### config.mk
export PLATFORM = sky130hd
export DESIGN_NAME = sample_iterator
export DESIGN_NICKNAME = d
export VERILOG_FILES = /design/src/rtl/sample_iterator.sv
export SDC_FILE = /design/constraint.sdc
export NUM_CORES = 1
export LEC_CHECK = 0
export CORE_AREA = 2 2 281 283
export CTS_CLUSTER_DIAMETER = 120
export DETAILED_ROUTE_END_ITERATION = 12
export DIE_AREA = 0 0 283 285
export GPL_ROUTABILITY_DRIVEN = 0
export HOLD_SLACK_MARGIN = 0.02
export PLACE_DENSITY = 0.51
export REMOVE_ABC_BUFFERS = 1
export SYNTH_ARGS = -nofsm -noshare
export SYNTH_HDL_FRONTEND = slang
export SYNTH_SLANG_ARGS = --single-unit
### constraint.sdc
create_clock -name clk -period 29.4 [get_ports clk]
set_clock_uncertainty 0.15 [all_clocks]
set_input_delay 5.88 -clock clk [delete_from_list [all_inputs] [get_ports clk]]
set_output_delay 5.88 -clock clk [all_outputs]
set_load 0.005 [all_outputs]
### src/rtl/sample_iterator.sv
`default_nettype none
// ============================================================================
// Module   : sample_iterator
// Purpose  : Walks every step-aligned sample of a triangle's bounding box in
//            raster order, one sample per cycle, stalling upstream via halt.
// Revision : 1.0
// ============================================================================
module sample_iterator #(
    parameter int SIGFIG = 24,
    parameter int RADIX  = 10,
    parameter int VERTS  = 3,
    parameter int AXIS   = 3,
    parameter int COLORS = 3
) (
    input  logic                                 clk,
    input  logic                                 rst,
    input  logic signed [VERTS*AXIS*SIGFIG-1:0]  tri_R13S,
    input  logic        [COLORS*SIGFIG-1:0]      color_R13U,
    input  logic signed [2*2*SIGFIG-1:0]         box_R13S,
    input  logic                                 validTri_R13H,
    input  logic        [3:0]                    subSample_RnnnnU,
    output logic                                 halt_RnnnnH,
    output logic signed [VERTS*AXIS*SIGFIG-1:0]  tri_R14S,
    output logic        [COLORS*SIGFIG-1:0]      color_R14U,
    output logic signed [2*SIGFIG-1:0]           sample_R14S,
    output logic                                 validSamp_R14H
);

    typedef enum logic [0:0] {
        WAIT = 1'b0,
        TEST = 1'b1
    } state_t;

    state_t                               state_q;
    logic signed [VERTS*AXIS*SIGFIG-1:0]  tri_q;
    logic        [COLORS*SIGFIG-1:0]      color_q;
    logic signed [SIGFIG-1:0]             llx_q;
    logic signed [SIGFIG-1:0]             urx_q;
    logic signed [SIGFIG-1:0]             ury_q;
    logic signed [SIGFIG-1:0]             x_q;
    logic signed [SIGFIG-1:0]             y_q;
    logic        [SIGFIG-1:0]             step_q;
    logic                                 valid_q;

    logic        [SIGFIG-1:0]             step_d;
    logic signed [SIGFIG-1:0]             x_d;
    logic signed [SIGFIG-1:0]             y_d;

    logic signed [SIGFIG-1:0]             w_in_llx;
    logic signed [SIGFIG-1:0]             w_in_lly;
    logic signed [SIGFIG-1:0]             w_in_urx;
    logic signed [SIGFIG-1:0]             w_in_ury;
    logic signed [SIGFIG:0]               w_next_x;
    logic signed [SIGFIG:0]               w_next_y;
    logic signed [SIGFIG:0]               w_urx_ext;
    logic signed [SIGFIG:0]               w_ury_ext;
    logic                                 w_x_over;
    logic                                 w_y_over;
    logic                                 w_last;
    logic                                 w_box_ok;
    logic                                 w_capture;

    assign w_in_llx = box_R13S[SIGFIG-1:0];
    assign w_in_lly = box_R13S[2*SIGFIG-1:SIGFIG];
    assign w_in_urx = box_R13S[3*SIGFIG-1:2*SIGFIG];
    assign w_in_ury = box_R13S[4*SIGFIG-1:3*SIGFIG];

    // One extra bit keeps x+step from wrapping past the upper-right corner.
    assign w_next_x  = {x_q[SIGFIG-1], x_q} + {1'b0, step_q};
    assign w_next_y  = {y_q[SIGFIG-1], y_q} + {1'b0, step_q};
    assign w_urx_ext = {urx_q[SIGFIG-1], urx_q};
    assign w_ury_ext = {ury_q[SIGFIG-1], ury_q};

    assign w_x_over  = w_next_x > w_urx_ext;
    assign w_y_over  = w_next_y > w_ury_ext;
    assign w_last    = w_x_over && w_y_over;

    assign halt_RnnnnH = (state_q == TEST) && !w_last;

    assign w_box_ok  = (w_in_llx <= w_in_urx) && (w_in_lly <= w_in_ury);
    assign w_capture = validTri_R13H && !halt_RnnnnH && w_box_ok;

    always_comb begin
        step_d = SIGFIG'(1) << RADIX;
        case (subSample_RnnnnU)
            4'b1000: step_d = SIGFIG'(1) << RADIX;
            4'b0100: step_d = SIGFIG'(1) << (RADIX - 1);
            4'b0010: step_d = SIGFIG'(1) << (RADIX - 2);
            4'b0001: step_d = SIGFIG'(1) << (RADIX - 3);
            default: step_d = SIGFIG'(1) << RADIX;
        endcase
    end

    always_comb begin
        x_d = w_next_x[SIGFIG-1:0];
        y_d = y_q;
        if (w_x_over) begin
            x_d = llx_q;
            y_d = w_next_y[SIGFIG-1:0];
        end
    end

    always_ff @(posedge clk or posedge rst) begin
        if (rst) begin
            state_q <= WAIT;
            tri_q   <= '0;
            color_q <= '0;
            llx_q   <= '0;
            urx_q   <= '0;
            ury_q   <= '0;
            x_q     <= '0;
            y_q     <= '0;
            step_q  <= '0;
            valid_q <= 1'b0;
        end else if (w_capture) begin
            state_q <= TEST;
            tri_q   <= tri_R13S;
            color_q <= color_R13U;
            llx_q   <= w_in_llx;
            urx_q   <= w_in_urx;
            ury_q   <= w_in_ury;
            x_q     <= w_in_llx;
            y_q     <= w_in_lly;
            step_q  <= step_d;
            valid_q <= 1'b1;
        end else if (state_q == TEST) begin
            if (w_last) begin
                state_q <= WAIT;
                valid_q <= 1'b0;
            end else begin
                x_q <= x_d;
                y_q <= y_d;
            end
        end
    end

    assign tri_R14S       = tri_q;
    assign color_R14U     = color_q;
    assign sample_R14S    = {y_q, x_q};
    assign validSamp_R14H = valid_q;

endmodule
`default_nettype wire

==> summary.md, run 1 <==
| Metric | Value |
|---|---|
| Vias | 14.19k |
| Data arrival time of the critical path | 5840 ps |
| Hold_ws | 352.9 ps |
| Worst-path clk slew | 60 ps |
| Routed wire length | 69,170 um |
| Synth async-reset ratio | 100.0% |
| Worst path required time | 23,370 ps |
| Die area | 80,660 um2 |
| Synth Warn # | 0 |
| CTS sink cnt | 414 |
| Nets | 2,693 |
| Fmax | 84.27 MHz |
| Core area | 77,970 um2 |
| Sequential-to-total area share from yosys stat | 51.57% |
| Total global routing overflow | 0 |
| Initial Util | 25.77% |
| Mapped cell area | 20,090 um2 |
| Status | finished clean |
| Std-Cell Rows | 103 |
| First-pass GRT wire length | 102,300 um |
| Wire per inst | 21.01 um |
| R2R cell count | 21 |
| TritonCTS clock tree | yes |
| Combinational family with the most area after synthesis | multiplexers |
| RSZ-0062 raised after global routing | no |
| Post-DP HPWL | 52,500 um |
| Final Max Slew Viols | 0 |
| Mux contribution to synthesized area | 28.16% |
| Post-cts resize count | 0 |
| XOR/XNOR Fraction of Synth Area | 1.308% |
| Hold Path Stages | 1 |
| Root buf cell | clkbuf_16 |
| Crit-path max FO | 8 |
| Number of fill cells | 7,508 |
| Compound-Gate Fraction of Synth Area | 4.042% |
| Final hold vios | 0 |
| CP endpoint kind | output port |
| Initial antenna violation count | 14 |
| Number of global-route vias before repair | 15.14k |
| Iteration-0 DRC Markers | 502 |
| CTS max path bufs | 3 |
| Maximum VDD drop | 0.05324 mV |
| H-tree Lvls | 2 |
| Setup-failing EPs final | 0 |
| Simple-gate share of the synthesized area | 3.967% |
| Synthesized-area fraction occupied by adder cells | 6.801% |
| Setup Fix Bufs, Post-CTS | 0 |
| HP Start | tri_R14S[156] |
| TritonRoute pass-1 iters | 5 |
| Pwr dens | 106.0 nW/um2 |
| DR vias/cell | 4.311 |
| Slew headroom | 21.09% |
| Worst hold-check path type | reg2reg |
| IO Count | 729 |
| Startpoint Class | register |
| R2r setup slk | 20,910 ps |
| Worst r2r src | step_q[8] |
| Area Growth Syn to Fin | 50.09% |
| Max Cap Viol | 0 |
| Num CTS Buffers | 50 |
| Hold buffer count at CTS | 0 |
| Placement Setup Slack | 17,750 ps |
| Clock latency on the worst-skew pair | 610 ps |
| Distinct cells, synth | 56 |
| Hold Path End | tri_R14S[156] |
| LEAKAGE | 13.12 nW |
| WS Path Type | reg2out |
| Layout cells sized above 1 | 21.21% |
| Buffers added on ports | 728 |
| Worst-margin pin slew | 1184 ps |
| Final ANT Viol Nets | 0 |
| Post-synth EDFFs | 0 |
| Largest net degree at the start of global routing | 167 |
| # DRC | 0 |
| Worst R2R End | tri_R14S[141] |
| Minimum clock period | 11,870 ps |
| Die extent in x | 283 um |
| Final Cycle Share | 40.36% |
| Syn Area/Cell | 13.82 um2 |
| Seq cells post-synth | 414 |
| Ys flop type | dfrtp_1 |
| Total track usage | 16.67% |
| Final total power | 3.197 mW |
| Die Y | 285 um |
| Mapped Cells | 1,454 |
| PnR worst setup slack | 17,530 ps |
| Layout Utilization | 38.67% |
[critical path, stage by stage, from the launching register on]
cell and delay (ps):
dfrtp_1 470, ha_1 320, a21o_1 170, a21oi_1 230, nor2b_1 110, o2111ai_1 720, nand2b_1 210, xnor2_1 80
ha_1 330, nand4_1 200, nor4_1 600, o311ai_0 430, nand4_1 230, o311ai_1 150, buf_4 220, o21ai_2 190
inv_2 50, clkdlybuf4s50_1 540
[routing by layer]
| metal | GRT usage (%) | wire, um |
|---|---|---|
| met4 | 5.106 | 1749 |
| met5 | 0 | 83 |
| met2 | 29.01 | 34710 |
| met3 | 4.488 | 4321 |
| met1 | 20.05 | 28300 |
[area by class of cell]
class                   instances  area (um2)  share of cell area (%)
diodes                          7       17.52                 0.05810
clock buffers                  79        1501                   4.980
clock inverters                14       195.2                  0.6474
inverters                     115       439.2                   1.457
multi-input cells             871        8907                   29.54
flip-flops and latches        414       10360                   34.36
well taps                    1050        1314                   4.357
repair buffers                742        7417                   24.60
[metrics by stage]
stage / TNS, ps / instance area, um2 / cells
after floorplan: -790390 / 19690 / 1400
after global placement: 0 / 28440 / 3192
after detailed placement: 0 / 28440 / 3192
after CTS: 0 / 30130 / 3285
after global routing: 0 / 30150 / 3291
final: 0 / 30150 / 3292
[synthesized netlist by cell type (3+ instances only)]
master	n	share of area (%)
clkbuf_1	7	0.13
nand2b_1	3	0.093
and2_1	4	0.12
nor4_1	4	0.12
nor3_1	8	0.20
dfrtp_1	414	52
a21oi_1	50	1.2
inv_1	114	2.1
nor2b_1	7	0.22
mux2_2	170	9.5
mux2i_1	74	3.7
o211ai_1	4	0.15
o21ai_0	39	0.97
nand2_1	51	0.95
ha_1	106	6.6
xor2_1	13	0.57
a22oi_1	3	0.11
a211oi_1	4	0.15
or3_1	4	0.12
xnor2_1	17	0.74
a21o_1	9	0.34
mux2_4	200	15
nand3_1	11	0.27
a21boi_0	4	0.15
nand4_1	32	1.0
buf_6	22	1.2
buf_2	24	0.60
nor4b_1	4	0.17
nor2_1	22	0.41
[power breakdown]
group / total [mW] / switching [mW] / internal (mW)
Combinational: 1.51 / 0.582 / 0.927
Sequential: 1.04 / 0.182 / 0.862
Clock: 0.644 / 0.259 / 0.386
[worst max path at each step]
stage | slack, ps | cells past startpoint | to | startpoint
finish | 17530 | 17 | halt_RnnnnH | step_q[8]
global route | 17160 | 17 | halt_RnnnnH | step_q[8]
CTS | 17500 | 17 | halt_RnnnnH | step_q[8]
detailed placement | 17750 | 12 | tri_R14S[105] | box_R13S[95]
global placement | 17920 | 13 | tri_R14S[134] | box_R13S[91]
floorplan | -2450 | 10 | llx_q[0] | box_R13S[73]
[registers in the layout, indices dropped and copies added, names as in the netlist]
register        flops
color_R14U         72
llx_q              24
state_q             1
step_q              4
tri_R14S          216
urx_q              24
ury_q              24
validSamp_R14H      1
x_q                24
y_q                24
[kinds of logic (layout without fill, tap and decap cells)]
logic type	after synthesis	in the layout
other cells	0	7
xor+xnor	30	30
buf+inv	169	950
simple gates	156	156
mux	444	444
fa+ha+maj	108	108
compound gates	133	133
flops	414	414
[placed cells by master, fill, tap and decap left out, types with 2 or more instances in the layout]
master and count:
nand3_1 11, o21ai_0 39, diode_2 7, inv_1 113, nor4b_1 4, a211oi_1 4, nor2_1 21, clkbuf_16 51
xor2_1 13, nor4_1 4, a31o_2 2, a21o_1 9, dfrtp_1 414, clkdlybuf4s50_1 728, xnor2_1 17, buf_12 2
clkbuf_1 16, nand2b_1 3, a21boi_0 4, nand4_1 32, bufinv_16 4, clkinv_2 6, or3_1 4, a21oi_1 49
and2_1 4, nand2_1 51, mux2_4 200, a22oi_1 3, clkbuf_8 12, buf_4 12, o211ai_1 4, nor3_1 8
or2_2 2, fa_1 2, mux2_2 170, mux2i_1 74, ha_1 106, nor2b_1 7
(Power assumes the default switching activity.)
==> run 2, diff against run 1 <==
--- a/config.mk
+++ b/config.mk
@@ -5,13 +5,13 @@
 export SDC_FILE = /design/constraint.sdc
 export NUM_CORES = 1
 export LEC_CHECK = 0
-export CORE_AREA = 2 2 281 283
+export CORE_AREA = 2 2 287 289
 export CTS_CLUSTER_DIAMETER = 120
 export DETAILED_ROUTE_END_ITERATION = 12
-export DIE_AREA = 0 0 283 285
+export DIE_AREA = 0 0 289 291
 export GPL_ROUTABILITY_DRIVEN = 0
 export HOLD_SLACK_MARGIN = 0.02
-export PLACE_DENSITY = 0.51
+export PLACE_DENSITY = 0.5
 export REMOVE_ABC_BUFFERS = 1
 export SYNTH_ARGS = -nofsm -noshare
 export SYNTH_HDL_FRONTEND = slang
==> constraint.sdc (replaced) <==
create_clock -name clk -period 11.2 [get_ports clk]
set_clock_uncertainty 0.15 [all_clocks]
set_input_delay 2.24 -clock clk [delete_from_list [all_inputs] [get_ports clk]]
set_output_delay 2.24 -clock clk [all_outputs]
set_load 0.005 [all_outputs]
==> summary.md, run 2 (same netlist as run 1, synthesis figures left out) <==
| Metric | Value |
|---|---|
| Iteration-0 DRC Markers | 399 |
| Std-Cell Rows | 105 |
| Status | finished clean |
| Setup-failing EPs final | 0 |
| CP endpoint kind | output port |
| Post-DP HPWL | 53,910 um |
| Worst-path clk slew | 60 ps |
| Core area | 81,190 um2 |
| Hold buffer count at CTS | 0 |
| Final Max Slew Viols | 0 |
| CTS max path bufs | 3 |
| Crit path largest cell delay | 840 ps |
| Clock latency on the worst-skew pair | 600 ps |
| Setup TNS Final | 0 ps |
| Num CTS Buffers | 51 |
| CTS sink cnt | 414 |
| Wire per inst | 21.29 um |
| Layout cells sized above 1 | 21.37% |
| Die extent in x | 289 um |
| Post-cts resize count | 0 |
| # DRC | 0 |
| Slew headroom | 27.12% |
| Area Growth Syn to Fin | 50.03% |
| Fmax | 123.4 MHz |
| First-pass GRT wire length | 102,800 um |
| Routed wire length | 70,310 um |
| Crit-path max FO | 19 |
| Vias | 14.33k |
| Commonest non-fill, non-tap cells in the layout | clkdlybuf4s50_1 (728), dfrtp_1 (414), mux2_4 (200), mux2_2 (170), inv_1 (113) |
| Worst-margin pin slew | 1093 ps |
| Worst hold-check path type | reg2reg |
| Max reg flops | 216 |
| Minimum clock period | 8101 ps |
| Data arrival time of the critical path | 5710 ps |
| Die Y | 291 um |
| Final hold vios | 0 |
| Layout Utilization | 37.12% |
| Hold_ws | 353.1 ps |
| DR vias/cell | 4.339 |
| CP most frequent cell | ha_1 |
| Worst path required time | 8810 ps |
| Total global routing overflow | 0 |
| TritonCTS clock tree | yes |
| Number of global-route vias before repair | 15.34k |
| Slowest cell on crit path | nor3_4 |
| H-tree Lvls | 2 |
| Startpoint Class | register |
| Initial Util | 24.74% |
| TritonRoute pass-1 iters | 4 |
| Die area | 84,100 um2 |
| Worst path cell trace | ha_1 > fa_1 > a21o_1 > a21oi_1 > nor2_1 > nand2_1 > xnor2_1 > ha_1 > nand4_1 > or4_4 > o2111ai_2 > a31oi_2 > nor3_4 > o21ai_2 > buf_4 > inv_2 > clkdlybuf4s50_1 |
| CP top delay family | simple AND/OR/NAND/NOR gates |
| Largest net degree at the start of global routing | 161 |
| Total track usage | 16.23% |
| Max Cap Viol | 0 |
| Root buf cell | clkbuf_16 |
| WS Path Type | reg2out |
| Number of fill cells | 7,840 |
| CP Buf/Inv Count | 3 |
| Final ANT Viol Nets | 0 |
| Nets | 2,691 |
| Initial antenna violation count | 16 |
| Most common library cell in the layout ignoring fill and taps | clkdlybuf4s50_1 |
| RSZ-0062 raised after global routing | no |
| IO Count | 729 |
| Buffers added on ports | 728 |
| Pwr dens | 277.3 nW/um2 |
| Maximum VDD drop | 0.1094 mV |
| LEAKAGE | 13.09 nW |
| Final Cycle Share | 72.33% |
| Setup Fix Bufs, Post-CTS | 0 |
-- run 2: cell count changes in the layout (fill, tap and decap cells not counted), sizes merged --
cell,delta
clkinv,+4
diode,-2
clkinvlp,+2
bufinv,-2
buf,-3
clkbuf,-9
-- run 2: final timing paths --
path                                    start       endpoint  slack [ps]  cells past startpoint
worst min-delay path            tri_R14S[159]  tri_R14S[159]         350                      1
worst max-delay path                   x_q[7]    halt_RnnnnH        3100                     17
worst max register to register      step_q[8]  tri_R14S[166]        4020                     21
worst min register to register  tri_R14S[159]  tri_R14S[159]         350                      1
max in group asynchronous                 rst   tri_R14S[90]        7260                      3
min in group asynchronous                 rst    tri_R14S[2]        2090                      2
-- run 2: through the flow --
step,std cells,instance area (um2),worst slack (ps),power [mW]
floorplan,1400,19690,-17010,5.110
global placement,3209,28460,3758,6.736
detailed placement,3209,28460,3656,6.780
CTS,3297,30130,2974,8.516
global route,3299,30130,2705,8.919
finish,3302,30140,3099,8.358
-- run 2: report_power, final --
group	switching (mW)	internal [mW]	total, mW
sequential	0.501	2.26	2.76
clock	0.681	0.971	1.65
combinational	1.51	2.43	3.94
total	2.69	5.67	8.36
-- run 2: metal layers --
| metal | GRT usage [%] | share of wire (%) |
|---|---|---|
| met2 | 28.28 | 50 |
| met5 | 0 | 0.17 |
| met3 | 4.867 | 7.1 |
| met1 | 19.27 | 40 |
| met4 | 4.212 | 2.3 |
-- run 2: cell type report --
cell class / count / area, um2 / share of cell area, %
Antenna cell: 5 / 12.51 / 0.04151
Clock buffer: 70 / 1489 / 4.940
Clock inverter: 18 / 173.9 / 0.5770
Inverter: 115 / 439.2 / 1.457
Multi-Input combinational cell: 871 / 8907 / 29.55
Sequential cell: 414 / 10360 / 34.37
Tap cell: 1070 / 1339 / 4.442
Timing Repair Buffer: 739 / 7420 / 24.62
==> run 3, diff against run 2 <==
==> constraint.sdc (replaced) <==
create_clock -name clk -period 7.8 [get_ports clk]
set_clock_uncertainty 0.15 [all_clocks]
set_input_delay 1.56 -clock clk [delete_from_list [all_inputs] [get_ports clk]]
set_output_delay 1.56 -clock clk [all_outputs]
set_load 0.005 [all_outputs]
==> summary.md, run 3 (same netlist as run 1, synthesis figures left out) <==
| Metric | Value |
|---|---|
| Number of global-route vias before repair | 15.42k |
| Worst-margin pin slew | 993.0 ps |
| Total global routing overflow | 0 |
| Setup-failing EPs final | 0 |
| Final Cycle Share | 88.25% |
| Die extent in x | 289 um |
| Post-DP HPWL | 54,640 um |
| Nets | 2,699 |
| DR vias/cell | 4.338 |
| Max Cap Viol | 0 |
| LEAKAGE | 13.22 nW |
| Status | finished clean |
| Std-Cell Rows | 105 |
| Root buf cell | clkbuf_16 |
| First-pass GRT wire length | 103,500 um |
| Die Y | 291 um |
| Post-cts resize count | 0 |
| Final Max Slew Viols | 0 |
| Largest net degree at the start of global routing | 144 |
| Hold buffer count at CTS | 0 |
| Final hold vios | 0 |
| Worst-path clk slew | 60 ps |
| R2r setup slk | 1870 ps |
| HP Start | tri_R14S[208] |
| Routed wire length | 70,620 um |
| Most common library cell in the layout ignoring fill and taps | clkdlybuf4s50_1 |
| Dpl cells | 3,217 |
| Hold Path Stages | 1 |
| Fmax | 145.3 MHz |
| Minimum clock period | 6884 ps |
| Initial antenna violation count | 17 |
| Num CTS Buffers | 51 |
| Final instance area | 30,380 um2 |
| Worst hold-check path type | reg2reg |
| Wire per inst | 21.31 um |
| Layout cells sized above 1 | 21.82% |
| Maximum VDD drop | 0.1951 mV |
| Clock latency on the worst-skew pair | 600 ps |
| Setup Fix Bufs, Post-CTS | 0 |
| Initial Util | 24.74% |
| Hold_ws | 353.6 ps |
| Hold Path End | tri_R14S[208] |
| Pwr dens | 402.5 nW/um2 |
| Placed cell areas | 28,550 um2 |
| Vias | 14.38k |
| Worst R2R End | tri_R14S[135] |
| Buffers added on ports | 728 |
| TritonRoute pass-1 iters | 4 |
| CTS max path bufs | 3 |
| TritonCTS clock tree | yes |
| Total track usage | 16.30% |
| CP endpoint kind | output port |
| # DRC | 0 |
| Non-filler cells, final | 3,314 |
| Die area | 84,100 um2 |
| Commonest non-fill, non-tap cells in the layout | clkdlybuf4s50_1 (728), dfrtp_1 (414), mux2_4 (200), mux2_2 (170), inv_1 (113) |
| Worst path required time | 6090 ps |
| Final ANT Viol Nets | 0 |
| RSZ-0062 raised after global routing | no |
| Startpoint Class | register |
| Final total power | 12.23 mW |
| Slew headroom | 33.80% |
| H-tree Lvls | 2 |
| Crit-path max FO | 8 |
| WS Path Type | reg2out |
| Data arrival time of the critical path | 5170 ps |
| R2R cell count | 19 |
| IO Count | 729 |
| Iteration-0 DRC Markers | 390 |
| Worst r2r src | step_q[8] |
| Area Growth Syn to Fin | 51.24% |
| Max reg flops | 216 |
| Core area | 81,190 um2 |
| CTS sink cnt | 414 |
## run 3: cell count changes in the layout (fill, tap and decap cells not counted), sizes merged
cell	before	now
bufinv	2	9
clkbuf	70	67
buf	11	19
clkinv	11	15
clkinvlp	3	2
inv	117	116
diode	5	3
## run 3: through the flow
stage	TNS, ps	setup WS (ps)	util [%]
2_1_floorplan	-9622900	-20200	-
3_3_place_gp	0	1498	35.16
3_5_place_dp	0	1523	35.16
4_1_cts	0	851.2	37.41
5_1_grt	0	439.4	37.42
6_report	0	916.3	37.42
## run 3: per-layer routing
layer,up-vias,wire length (um),global-route usage (%)
met2,412,35750,28.56
met1,7185,28430,19.49
met5,-,148,0
met4,24,1605,4.425
met3,112,4680,4.381
li1,6642,-,-
## run 3: how the worst max path moves through the flow
| stage | startpoint | end | cells past startpoint |
|---|---|---|---|
| 6_report | step_q[8] | halt_RnnnnH | 17 |
| 5_1_grt | step_q[8] | halt_RnnnnH | 17 |
| 4_1_cts | step_q[8] | halt_RnnnnH | 17 |
| 3_5_place_dp | step_q[8] | halt_RnnnnH | 17 |
| 3_3_place_gp | step_q[8] | halt_RnnnnH | 17 |
| 2_1_floorplan | x_q[7] | llx_q[0] | 17 |
## run 3: layout make-up
cell class                      instances  area (um2)
Clock inverter                         27       387.9
Fill cell                            7814       50810
Sequential cell                       414       10360
Multi-Input combinational cell        871        8907
Antenna cell                            3       7.507
Tap cell                             1070        1339
Timing Repair Buffer                  747        7505
Inverter                              115       439.2
Clock buffer                           67        1438
## run 3: power by group
group	internal, mW	switching (mW)
logic	3.50	2.19
clock network	1.59	0.996
registers	3.25	0.705
total	8.34	3.89
## run 3: critical path, cell delays in order, from the launching register on
cell	delay (ps)
dfrtp_1	460
ha_1	310
a21o_1	170
a21oi_1	240
nor2b_1	100
o2111ai_1	580
nand2b_1	200
xnor2_1	100
ha_1	340
nand4_1	170
nor4_1	430
o311ai_0	270
nand4_1	180
o311ai_1	110
buf_4	190
o21ai_2	150
inv_2	110
clkdlybuf4s50_1	470
